**config.mk**
```make
export PLATFORM = sky130hd
export DESIGN_NAME = fr_output_streamer
export DESIGN_NICKNAME = d
export VERILOG_FILES = /design/src/rtl/fr_output_streamer.sv
export SDC_FILE = /design/constraint.sdc
export NUM_CORES = 1
export LEC_CHECK = 0
export ABC_AREA = 1
export CORE_MARGIN = 10
export CORE_UTILIZATION = 52
export DETAILED_ROUTE_END_ITERATION = 16
export PLACE_DENSITY = 0.82
export SETUP_SLACK_MARGIN = 0.1
export SYNTH_ARGS = -nofsm -noshare
export SYNTH_HDL_FRONTEND = slang
export SYNTH_SLANG_ARGS = --single-unit
```
**constraint.sdc**
```tcl
create_clock -name clk -period 2.24 [get_ports clk]
set_input_delay 0.448 -clock clk [delete_from_list [all_inputs] [get_ports clk]]
set_output_delay 0.448 -clock clk [all_outputs]
set_load 0.03 [all_outputs]
```
**src/rtl/fr_output_streamer.sv**
```systemverilog
// Output streamer: queues whole result vectors in a small FIFO and serializes them one
// element per beat onto a valid/ready stream. o_last marks the final element of each frame.
// Vectors arriving while the FIFO is full are dropped and flagged by the sticky overflow bit.
module fr_output_streamer #(
  parameter int unsigned DATA_W  = 16,
  parameter int unsigned NUM_OUT = 2,
  parameter int unsigned DEPTH   = 4
) (
  input  logic                       clk,
  input  logic                       rst,
  input  logic                       in_valid,
  input  logic [NUM_OUT*DATA_W-1:0]  in_data,
  output logic                       in_ready,
  output logic [DATA_W-1:0]          o_data,
  output logic                       o_valid,
  input  logic                       o_ready,
  output logic                       o_last,
  output logic [$clog2(DEPTH+1)-1:0] count,
  output logic                       overflow
);

  localparam int unsigned VecW = NUM_OUT * DATA_W;
  localparam int unsigned PtrW = $clog2(DEPTH);
  localparam int unsigned CntW = $clog2(DEPTH + 1);
  localparam int unsigned IdxW = (NUM_OUT > 1) ? $clog2(NUM_OUT) : 1;

  typedef enum logic [0:0] {StIdle, StSend} state_e;

  logic [VecW-1:0] mem_q [DEPTH];
  logic [PtrW-1:0] wr_ptr_q, rd_ptr_q;
  logic [CntW-1:0] count_q, count_d;
  logic            overflow_q;

  state_e          state_q;
  logic [VecW-1:0] vec_q;     // shift register; element being sent sits in the low slice
  logic [IdxW-1:0] idx_q;
  logic            o_valid_q, o_last_q;

  logic            push, pop, beat_done, last_done;
  logic [VecW-1:0] head, vec_shift;
  logic [IdxW-1:0] idx_nxt;

  // Full/empty come from the registered count only, so a same-cycle pop cannot admit a write.
  assign in_ready  = (count_q != CntW'(DEPTH));
  assign count     = count_q;
  assign overflow  = overflow_q;
  assign o_valid   = o_valid_q;
  assign o_last    = o_last_q;
  assign o_data    = vec_q[DATA_W-1:0];

  // Handshake decode and FIFO occupancy next-state.
  always_comb begin
    push      = in_valid & in_ready;
    beat_done = o_valid_q & o_ready;
    last_done = beat_done & o_last_q;
    // Refill the shift register when idle, or on the last beat so frames run back to back.
    pop       = (count_q != '0) & ((state_q == StIdle) | last_done);
    head      = mem_q[rd_ptr_q];
    vec_shift = vec_q >> DATA_W;
    idx_nxt   = idx_q + IdxW'(1);
    count_d   = count_q;
    if (push && !pop) begin
      count_d = count_q + CntW'(1);
    end else if (!push && pop) begin
      count_d = count_q - CntW'(1);
    end
  end

  // FIFO storage; contents need no reset since occupancy gates every read.
  always_ff @(posedge clk) begin
    if (push) begin
      mem_q[wr_ptr_q] <= in_data;
    end
  end

  // FIFO pointers, occupancy and sticky drop flag.
  always_ff @(posedge clk) begin
    if (rst) begin
      wr_ptr_q   <= '0;
      rd_ptr_q   <= '0;
      count_q    <= '0;
      overflow_q <= 1'b0;
    end else begin
      if (push) begin
        wr_ptr_q <= wr_ptr_q + PtrW'(1);
      end
      if (pop) begin
        rd_ptr_q <= rd_ptr_q + PtrW'(1);
      end
      count_q <= count_d;
      if (in_valid && !in_ready) begin
        overflow_q <= 1'b1;
      end
    end
  end

  // Read FSM with registered stream outputs; nothing changes while a beat is stalled.
  always_ff @(posedge clk) begin
    if (rst) begin
      state_q   <= StIdle;
      vec_q     <= '0;
      idx_q     <= '0;
      o_valid_q <= 1'b0;
      o_last_q  <= 1'b0;
    end else begin
      unique case (state_q)
        StIdle: begin
          if (pop) begin
            state_q   <= StSend;
            vec_q     <= head;
            idx_q     <= '0;
            o_valid_q <= 1'b1;
            o_last_q  <= (NUM_OUT == 1);
          end
        end
        StSend: begin
          if (beat_done) begin
            if (!o_last_q) begin
              vec_q    <= vec_shift;
              idx_q    <= idx_nxt;
              o_last_q <= (idx_nxt == IdxW'(NUM_OUT - 1));
            end else if (pop) begin
              vec_q    <= head;
              idx_q    <= '0;
              o_last_q <= (NUM_OUT == 1);
            end else begin
              state_q   <= StIdle;
              o_valid_q <= 1'b0;
              o_last_q  <= 1'b0;
            end
          end
        end
        default: begin
          state_q   <= StIdle;
          o_valid_q <= 1'b0;
          o_last_q  <= 1'b0;
        end
      endcase
    end
  end

endmodule

```
# After elaboration in Yosys (flattened, before gate mapping)
# Memory sizes are Yosys's and may differ from the RTL's. A register that Yosys moved wholly into a read port is not among the register bits.
# Index checks and enable logic that the tools add are counted.
[word_totals]
register_bits = 44
ram_bits = 128
inputBits = 36
out_inout_bits = 23
n_memories = 1
[classes]
add_sub_neg = 5
eq_ne = 5
muxes = 27
bitwise_logic = 6
n_reduce_logical = 10
[mem_list]
columns = ["memory", "depth", "width", "read_ports", "rd_clocked_by_memory_dff", "wr", "line_no", "rtl"]
rows = [
  ["mem_q", 4, 32, 1, 1, 1, "29", "logic [VecW-1:0] mem_q [DEPTH];"],
]
[ops]
columns = ["operator", "n"]
rows = [
  ["2-to-1 mux 32 bit", 3],
  ["one-hot mux 32 bit (2 select lines)", 1],
  ["2-to-1 mux 1 bit", 15],
  ["one-hot mux 1 bit (2 select lines)", 4],
  ["2-to-1 mux 3 bit", 2],
  ["adder 2 x 1 -> 2 bit, second input constant", 2],
  ["bitwise AND 1 bit", 4],
  ["2-to-1 mux 2 bit", 2],
  ["inequality test 2 x 1 -> 1 bit, second input constant", 2],
  ["inequality test 2 bit, second input constant", 2],
  ["AND reduction 4 bit", 1],
  ["adder 3 x 1 -> 3 bit, second input constant", 1],
  ["logical AND 1 bit", 3],
  ["logical NOT 1 bit", 3],
  ["inequality test 3 bit, second input constant", 1],
  ["nonzero test 3 bit", 1],
  ["subtractor 3 x 1 -> 3 bit, second input constant", 1],
  ["AND reduction 2 bit", 1],
  ["nonzero test 2 bit", 1],
  ["adder 1 bit, second input constant", 1],
  ["inverter 1 bit", 1],
  ["bitwise OR 1 bit", 1],
]

# Logic depth before layout (Yosys ltp)
[depth]
ltp_word = 8
ltp_mapped = 14
ltp_nobuf = 13

# Least setup slack after synthesis
# No wires, ideal clock.
[synth_path]
kind = "register to register"
start = "register count_q[0], in the netlist count[0]"
end = "memory mem_q[0][0] (netlist bit) (enable)"
setup_ns = 0.421
t_arrival_ns = 2.556
required_time_ns = 1.819
path_slack_ns = -0.737
path_stages_with_launch = 5
synth_period_minus_slack_ns = 2.977
cell_sequence = "dfxtp_1 -> nor2_4 -> nand2_1 -> nand2_1 -> nor2_1"
[synth_between]
elab_chain_len = 4
[synth_rtl]
columns = ["item", "line_no", "rtl"]
rows = [
  ["start, declared", "31", "logic [CntW-1:0] count_q, count_d;"],
  ["start signal, assigned", "90", "count_q <= count_d;"],
  ["inequality test 3 bit", "44", "assign in_ready = (count_q != CntW'(DEPTH));"],
  ["named net in_ready", "13", "output logic in_ready,"],
  ["bitwise AND 1 bit", "53", "push = in_valid & in_ready;"],
  ["2-to-1 mux 1 bit", "71", "if (push) begin"],
  ["2-to-1 mux 1 bit (not written as such)", "72", "mem_q[wr_ptr_q] <= in_data;"],
  ["end, declared", "29", ""],
]
# The timed path passes the listed nets, and every way through them passes these cells.

# Worst setup path in the final report
[layout_path]
start = "register o_last_q, in the netlist o_last"
end = "output port o_last"
[layout_lines]
columns = ["item", "line_no", "rtl"]
rows = [
  ["start, declared", "37", "logic o_valid_q, o_last_q;"],
  ["start signal, assigned", "113", "o_last_q <= (NUM_OUT == 1);"],
  ["start signal, assigned", "121", "o_last_q <= (idx_nxt == IdxW'(NUM_OUT - 1));"],
  ["start signal, assigned", "125", "o_last_q <= (NUM_OUT == 1);"],
  ["end, declared", "17", "output logic o_last,"],
]
# No word-level cell between the ends.

==> out/metrics.cfg <==
[clocking]
cts-root-buf=clkbuf_16
hold_buffers=0
clock_path_buffers=2
clock_sinks=174
cts_tree=built
numCtsBuffers=17
path_clk_slew_ns=0.06
clk_latency_ns=0.43
htreeDepth=4

[power_and_ir_drop]
peakVddDrop_uv=657
leakagePower_nw=3.38
power.density_nw_per_um2=1270

[sta]
slew_headroom_pct=55.8
final-hold-violation-count=0
fin_crit_sh_pct=90.3
max_freq_mhz=494
fin_skew_ns=0.00904
rsz0062_at_grt=no
tightest_slew_ns=0.664
fin_crit_ns=2.02
finalSetupViolCount=0
drv_slew=0

[route]
finalWirelength_um=15000
wl_per_cell_um=15.3
drt_iter0_markers=392
highest_layer=met4
drc=0
wl_met1_um=6250
drtAntennaViolNets=0
met2_length_um=7260
num_vias=5017
wl_met3_um=1080
avgViaCountPerCell=5.11
firstDrtPassIters=6

[status]
status=finished, final reports clean

[logic_synthesis]
ys_top_cells_by_area=edfxtp_1 52%, nand2_1 14%, dfxtp_1 12%
syn_area_per_cell_um2=9.96
ys_types=26
syn_nets=785
synth_edf_count=128
syn_area_um2=7400
yosysTopAreaCell=edfxtp_1
synth_ff_type=edfxtp_1
synth_seq_area_share_pct=64.4
ys_warn_count=0
yosys-top-cells-count=279 x nand2_1, 128 x edfxtp_1, 80 x nand3_1
synth_cells=743
synth_top_area_share_pct=52.0
synth-seq-cells=174
ys_async_sr_fraction_pct=0
synth_most_common_cell=nand2_1

[place]
dpl.cell_count=949
dpl_cell_area_um2=8140
io_buffer_count=58
dp_hpwl_um=9660
place_congestion=0.793

[grt]
antenna_found_initial=0
grt_pass1_wl_um=24300
grt_usage_pct=15.7
grt_pass1_vias=4820
overflow=0
grt_max_degree=65

[finish]
fin_util_pct=62.2
syn_to_final_growth_pct=17.2
drive_gt1_share_pct=9.99
finalInstanceArea_um2=8670
regArea_um2=4770
nFillCells=1086
layout.cells.non_filler=981
insertedDiodeCount=0
multi_input_area_um2=2140
final_net_count=830

[die]
core_area_um2=13900
start_util_pct=53.1
pin_count=59
row_count=43
die_w_um=139
die_y_um=139
dieArea_um2=19400

[worst_hold_path]
hold_class=reg -> reg

[critical_path]
arrival_ns=1.58
slowest_stage=clkdlybuf4s50_1
cp_max_fo=4
crit_path_start_kind=flip-flop
max_stage_delay_ns=0.72
cp_data_required_time_ns=1.79
path_class=reg -> out
path_cells=clkdlybuf4s50_1
crit_family=buffers and inverters
path_buf_inv=1
cp-end-kind=output pin

[flow_run]
maxCapViolCount=0

==> sequential cells by signal, summed over array words and instances (netlist names), named ones only <==
signal and flops:
overflow 1, o_last 1, mem_q 128, wr_ptr_q 2, state_q 1, count 3, idx_q 1, vec_q 32
rd_ptr_q 2, o_valid 1
==> final cells by class <==
| cell class | count | area share (%) |
|---|---|---|
| flip-flops and latches | 174 | 55.0 |
| multi-input cells | 466 | 24.7 |
| repair buffers | 76 | 9.30 |
| clock buffers | 24 | 5.56 |
| well taps | 180 | 2.60 |
| inverters | 53 | 2.32 |
| clock inverters | 8 | 0.491 |
==> logic make-up (layout without fill, tap and decap cells) <==
| family | Yosys count | after routing | share of synthesized area, % |
|---|---|---|---|
| simple gates | 411 | 411 | 23.2 |
| flops | 174 | 174 | 64.4 |
| buf+inv | 103 | 161 | 7.14 |
| compound gates | 48 | 48 | 4.01 |
| fa+ha+maj | 6 | 6 | 1.12 |
| xor+xnor | 1 | 1 | 0.118 |
==> where the power goes <==
part	total [W]	switching, W	internal (W)
registers	0.00426	0.000241	0.00402
clock network	0.00260	0.00111	0.00149
logic	0.00418	0.00280	0.00138
==> path summary, 6_finish.rpt <==
| path | slack (ns) | to | cells after the start | startpoint |
|---|---|---|---|---|
| setup reg to reg | 0.38 | count[2] | 10 | count[0] |
| hold reg to reg | 0.45 | overflow | 2 | overflow |
| setup / recovery | 0.22 | o_last | 1 | o_last |
| hold / removal | 0.45 | overflow | 2 | overflow |
==> cells in the final DEF, fill, tap and decap left out, types with 7 or more instances in the layout <==
cell type and count:
a21oi_1 29, a21oi_2 12, buf_12 7, buf_4 11, clkbuf_16 17, clkdlybuf4s50_1 57, dfxtp_1 42, edfxtp_1 128
inv_1 49, nand2_1 277, nand3_1 80, nor2_1 37, nor2_4 8
==> per-stage QoR <==
step	worst slack, ns	hold WS, ns	setup TNS (ns)	power, W
after floorplan	0.179	0.433	0	0.00746
after global routing	0.163	0.478	0	0.0118
after CTS	0.145	0.451	0	0.0111
final	0.216	0.450	0	0.0110
after global placement	-0.0194	0.435	-0.0194	0.00839
after detailed placement	-0.0802	0.442	-0.124	0.00850
==> layer usage <==
metal	global-route usage [%]	vias to the layer above
met5	0	-
met4	7.41	0
met3	4.42	32
met2	25.5	174
met1	18.8	2313
li1	-	2498
==> worst reg2reg max path, cell delays in order (launching register included) <==
cell and delay (ns):
dfxtp_2 0.36, nor2_4 0.16, nand2_4 0.15, nand2_8 0.10
ha_1 0.14, inv_1 0.06, fa_1 0.38, a21oi_1 0.14
o21ai_0 0.12, nor2_1 0.11, nor2_1 0.05
==> repair_timing <==
item	in CTS	in global routing
buffers inserted	0	0
endpoints found under the setup margin	0	1
gates resized for setup	0	1
endpoints found under the hold margin	0	0
(Power assumes the default switching activity.)
